**config.mk**
```make
export PLATFORM = sky130hd
export DESIGN_NAME = timer_irq_source
export DESIGN_NICKNAME = d
export VERILOG_FILES = /design/src/rtl/timer_irq_source.sv
export SDC_FILE = /design/constraint.sdc
export NUM_CORES = 1
export LEC_CHECK = 0
export CAP_MARGIN = 5
export CORE_MARGIN = 5
export CORE_UTILIZATION = 35
export CTS_BUF_LIST = sky130_fd_sc_hd__clkbuf_4 sky130_fd_sc_hd__clkbuf_8 sky130_fd_sc_hd__clkbuf_16
export CTS_CLUSTER_DIAMETER = 60
export DETAILED_ROUTE_END_ITERATION = 8
export RECOVER_POWER = 25
export SLEW_MARGIN = 30
export SYNTH_ARGS = -nofsm -noshare
export SYNTH_HDL_FRONTEND = slang
export SYNTH_SLANG_ARGS = --single-unit
```
**constraint.sdc**
```tcl
create_clock -name clk -period 3 [get_ports clk]
set_input_delay 0.6 -clock clk [delete_from_list [all_inputs] [get_ports clk]]
set_output_delay 0.6 -clock clk [all_outputs]
set_load 0.01 [all_outputs]
```
**src/rtl/timer_irq_source.sv**
```systemverilog
// timer_irq_source: memory-mapped down-counter timer that raises a level interrupt on expiry.
module timer_irq_source #(
  parameter int COUNT_WIDTH = 32
) (
  input  logic        clk,
  input  logic        reset,
  input  logic [1:0]  addr,
  input  logic        writeEnable,
  input  logic [31:0] writeData,
  output logic [31:0] readData,
  output logic        irq
);
  typedef enum logic [1:0] {IDLE, CNT, INT} state_t;
  state_t state;
  logic en, im, pending;
  logic [1:0] mode;
  logic [COUNT_WIDTH-1:0] preset, count;
  logic ctrlWr;
  assign ctrlWr = writeEnable && addr == 2'd0;
  assign irq = pending & im;
  assign readData = addr == 2'd0 ? {28'd0, im, mode, en} :
                    addr == 2'd1 ? 32'(preset) :
                    addr == 2'd2 ? 32'(count) : 32'd0;
  always_ff @(posedge clk or negedge reset) begin
    if (!reset) begin
      state   <= IDLE;
      en      <= 1'b0;
      im      <= 1'b0;
      mode    <= 2'd0;
      pending <= 1'b0;
      preset  <= '0;
      count   <= '0;
    end else begin
      if (ctrlWr) pending <= 1'b0;
      case (state)
        IDLE: if (en) begin
          count <= preset;
          state <= CNT;
        end
        CNT: if (!en) state <= IDLE;
          else if (count > COUNT_WIDTH'(1)) count <= count - COUNT_WIDTH'(1);
          else begin
            count   <= '0;
            pending <= 1'b1;
            state   <= INT;
          end
        INT: if (mode != 2'b01) begin
          en    <= 1'b0;
          state <= IDLE;
        end else if (!en) state <= IDLE;
          else begin
            count <= preset;
            state <= CNT;
          end
        default: state <= IDLE;
      endcase
      // a CPU CTRL write overrides the one-shot auto-disable on the same edge
      if (ctrlWr) begin
        en   <= writeData[0];
        mode <= writeData[2:1];
        im   <= writeData[3];
      end
      if (writeEnable && addr == 2'd1) preset <= writeData[COUNT_WIDTH-1:0];
    end
  end
endmodule
```
* Word level (Yosys, flattened, before mapping)
Index checks and enable logic that the tools add are counted.
W data, S select, Z words.
** Operators by class
- $add $sub $neg :: 1
- Order comparisons :: 1
- Equality and inequality tests :: 9
- Mux-type cells :: 21
- Bitwise gates (word level) :: 1
- Reductions and logical operators :: 10
** Operators with widths (number)
- $mux W32 :: 7
- $pmux W32 S3 :: 1
- $gt A32 B1 Y1 const B :: 1
- $sub A32 B1 Y32 const B :: 1
- $mux W1 :: 9
- $mux W2 :: 3
- $ne A2 B2 Y1 const B :: 3
- $pmux W2 S3 :: 1
- $eq A2 B1 Y1 const B :: 2
- $eq A2 B2 Y1 const B :: 2
- $logic_not A2 Y1 :: 2
- $reduce_and A2 Y1 :: 2
- $reduce_bool A2 Y1 :: 2
- $ne A3 B3 Y1 const B :: 1
- $reduce_and A3 Y1 :: 1
- $reduce_bool A3 Y1 :: 1
- $logic_and A1 B1 Y1 :: 2
- $ne A2 B1 Y1 const B :: 1
- $and A1 B1 Y1 :: 1
** Word-level totals
- Register bits :: 71
- Bits of input ports :: 37
- Output and inout port bits :: 33
- Word-level logic and storage cells :: 50

* Depth between registers and ports, before layout
- Word-level depth :: 6
- Depth in mapped cells :: 9
- Mapped depth without buffers :: 8

* Worst setup path after synthesis
Ideal clock, no wire load.
- Path type :: reg-to-reg
- Start :: register count[25]
- End :: register count[19]
- Library setup time :: 0.126 ns
- Data arrival time :: 2.686 ns
- Required time :: 2.874 ns
- Slack :: 0.188 ns
- Stages on the path, launching flop included :: 8
- Path buffers :: 1
- Period minus slack after synthesis :: 2.812 ns
- Cells stage by stage :: dfrtp_1 -> or4_4 -> or4_4 -> or4_4 -> o21ai_4 -> buf_6 -> o21ai_1 -> a221o_1
** Between the ends
- Longest elaborated chain between the ends :: 4
** RTL lines
- start: declaration :: line 17 : logic [COUNT_WIDTH-1:0] preset, count;
- start signal: assignment :: line 37 : count <= preset;
- start signal: assignment :: line 41 : else if (count > COUNT_WIDTH'(1)) count <= count - COUNT_WIDTH'(1);
- start signal: assignment :: line 52 : count <= preset;
- $gt A32 B1 Y1 :: line 41
- $mux W32 :: line 41
- $mux W32 :: line 40 : CNT: if (!en) state <= IDLE;
- $pmux W32 S3 :: line 35 : case (state)
No other way between the ends. The select of a mux whose other input is x is not followed.
A chain may end at the register's enable or synchronous reset.

* Worst setup path after layout
- Start :: input addr[1]
- End :: output readData[31]
** Between the ends
- Longest elaborated chain between the ends :: 4
- Elaborated cells between the ends (all ways) :: 6
- Those cells by class :: eq/ne: 2; mux: 3; reduce/logical: 1
** RTL lines
- start: declaration :: line 7 : input logic [1:0] addr,
- $eq A2 B2 Y1 :: line 23 : addr == 2'd2 ? 32'(count) : 32'd0;
- $mux W32 :: line 23
- $mux W32 :: line 22 : addr == 2'd1 ? 32'(preset) :
- $mux W32 * :: line 21 : assign readData = addr == 2'd0 ? {28'd0, im, mode, en} :
- end: declaration :: line 10 : output logic [31:0] readData,
Every way passes the cells marked *; elsewhere a longest branch is shown, timed or not.

==> run summary <==
Die H: 116 um
Max Cap Violations: 1
HPWL Detailed: 7.82 mm
Hold Path Class: reg2reg
RePlAce Congestion: 0.830
Rel. slew slack: -30.0%
crit-path cells: clkdlybuf4s50_1 -> nor2b_2 -> buf_4 -> a22o_1 -> clkdlybuf4s50_1
Post-synth ARST share: 100%
Post-Place Worst Slack: 0.0743 ns
Post-Syn Instances: 400
synthesized area per cell: 9.85 sq um
vias in the first global route: 3513
total track usage: 17.0%
Cell variety after synth: 48
Final min period: 2.92 ns
CTS tree: yes
Worst setup EP type: output pin
violated checks: capacitance limit, slew limit
unrepaired setup endpoints after global routing: no
Net Count, Synth: 439
Clock transition at path regs: 0.05 ns
Antenna diodes: 0
CTS Sinks: 71
clk_lat worst skew: 0.33 ns
count leader, synth: dfrtp_1
first-pass GRT wire length: 18.0 mm
period utilization: 97.5%
status: finished, violations left
#FFs+latches synth: 71
reg-to-reg critical path startpoint: count[27]$_DFFE_PN0P_
Vias: 3508
setup TNS: 0 ns
Boundary Pins: 70
Int Power: 2.75 mW
Initial Util: 36.0%
die area: 13500 sq um
Final Hold Viols: 0
fmax: 342 MHz
WS Path Type: in2out
DRT Pass-1 Iters: 4
Post-CTS Setup Bufs: 0
Net Switching: 1.44 mW
DRC violations left: 0
Synth area leaders: dfrtp_1 45%, mux2_2 9.7%, a22o_1 8.2%
clock skew: 0.00745 ns
HP Start: pending$_DFF_PN0_
Post-synth top cells: 71 x dfrtp_1, 37 x a22o_1, 34 x mux2_2, 33 x nand2_1, 28 x o21ai_0
via density per instance: 5.63
Post-Route WL: 11.0 mm
cts hold-fix bufs: 0
crit path from: addr[1]
Reg power frac: 38.5%
critical path arrival: 2.32 ns
Row Count: 38
post-synth top area share: 45.1%
PD cells: 792 nW/um^2
initial antenna violation count: 0
Clock Root Buffer: clkbuf_16
global route overflow: 0
VDD IR-drop max: 0.000397 V
sequential share of the synthesized area: 45.1%
delay-heaviest family, CP: buffers and inverters
ys flop type: dfrtp_1
layout cells sized above 1: 18.0%
Final nets: 517
largest area contributor in the netlist: dfrtp_1
initial DRC count: 185
Ys Warns: 0
wire per inst: 17.7 um
CP most frequent cell: clkdlybuf4s50_1
Post-Syn Area: 3940 sq um
max-slew violations: 34
combinational share of power: 33.7%
Buf/Inv on CP: 3
fill count: 1052
clock share of power: 27.8%
port bufs: 69
area delta synth->final: 34.3%
largest net degree at the start of global routing: 39
CP max stage delay: 0.55 ns
die width: 116 um
CTS H-tree lvls: 3
WP data required: 2.40 ns
TritonCTS Buffers: 9
worst-margin pin slew: 1.95 ns
EDFF count, synth: 0
Final ANT Viol Nets: 0
final setup vio count: 0
P_leak: 2.16 nW
core area: 10900 sq um
CP max stage cell: clkdlybuf4s50_1
Sw Ratio: 34.4%
CP Max Fanout: 12
Setup crit start kind: input port
post-CTS resize count: 0
Max clock buf depth: 2
final worst setup slack: 0.0760 ns
-- path summary, 6_finish.rpt --
path / slack [ns] / to / cells past startpoint
worst max register to register: 0.10 / count[4]$_DFFE_PN0P_ / 7
min in group asynchronous: 0.81 / im$_DFFE_PN0P_ / 1
worst min register to register: 0.50 / pending$_DFF_PN0_ / 1
worst min-delay path: 0.50 / pending$_DFF_PN0_ / 1
worst max-delay path: 0.08 / readData[31] / 5
max in group asynchronous: 1.06 / preset[22]$_DFFE_PN0P_ / 1
-- cell usage in the layout (no fill, tap or decap), types with 3 or more instances in the layout --
cell,synthesis,routed
a21oi_1,11,11
a22o_1,37,37
a22oi_1,7,7
a32oi_1,5,5
and2_1,4,4
and3_1,3,3
buf_12,0,5
buf_4,0,21
clkbuf_16,0,9
clkdlybuf4s50_1,0,68
dfrtp_1,71,71
inv_1,10,10
mux2_2,34,34
mux2i_1,4,4
nand2_1,33,33
nand2b_1,3,3
nand3_1,8,8
nor2_1,25,25
nor3_1,11,11
nor4_1,12,11
o211ai_1,5,5
o21ai_0,28,28
o21ai_1,4,4
o22ai_1,5,5
o2bb2ai_1,9,9
o41ai_1,5,5
or2_2,3,3
or3_1,3,3
or4_4,3,3
-- power groups by stage --
stage / clock, mW / sequential, mW / combinational [mW]
after CTS: 1.19 / 1.61 / 1.41
after global routing: 1.23 / 1.66 / 1.57
final: 1.17 / 1.61 / 1.41
after detailed placement: 0 / 1.63 / 1.40
after global placement: 0 / 1.63 / 1.38
after floorplan: 0 / 1.50 / 0.895
-- per-layer routing --
metal  vias to the layer above  part of all wire (%)  global-route usage, %
met5                         -                     0                      0
met3                        14                   5.9                   3.68
met4                         0                   1.6                   5.72
met2                       105                    48                   27.8
li1                       1684                     -                      -
met1                      1705                    44                   22.4
-- final cells by class --
type	instances	area [sq um]	share of cell area [%]
clock buffer	11	253	4.77
sequential	71	1780	33.6
inverter	10	37.5	0.709
timing repair buffer	96	953	18.0
tap	140	175	3.31
clock inverter	5	80.1	1.51
multi-input combinational	290	2020	38.1
-- flip-flops by register name, summed over array words and instances (netlist names) --
| signal | cells |
|---|---|
| count | 32 |
| preset | 32 |
| state | 2 |
| en | 1 |
| im | 1 |
| mode | 2 |
| pending | 1 |
-- cell families after synthesis --
kind of cell	synth area share, %
mux	10.7
fa+ha+maj	0.635
buf+inv	3.97
flops	45.1
compound gates	24.8
simple gates	14.8
-- through the flow --
stage          cell area, sq um  hold WS, ns  total power [mW]  cells  util, %
2_1_floorplan              3940        0.304              2.40    400        -
3_3_place_gp               4950        0.476              3.00    607     45.3
3_5_place_dp               4950        0.488              3.03    607     45.3
4_1_cts                    5290        0.382              4.22    623     48.3
5_1_grt                    5300        0.545              4.46    623     48.4
6_report                   5300        0.496              4.20    623     48.4
Power figures use the tool's default switching activity.
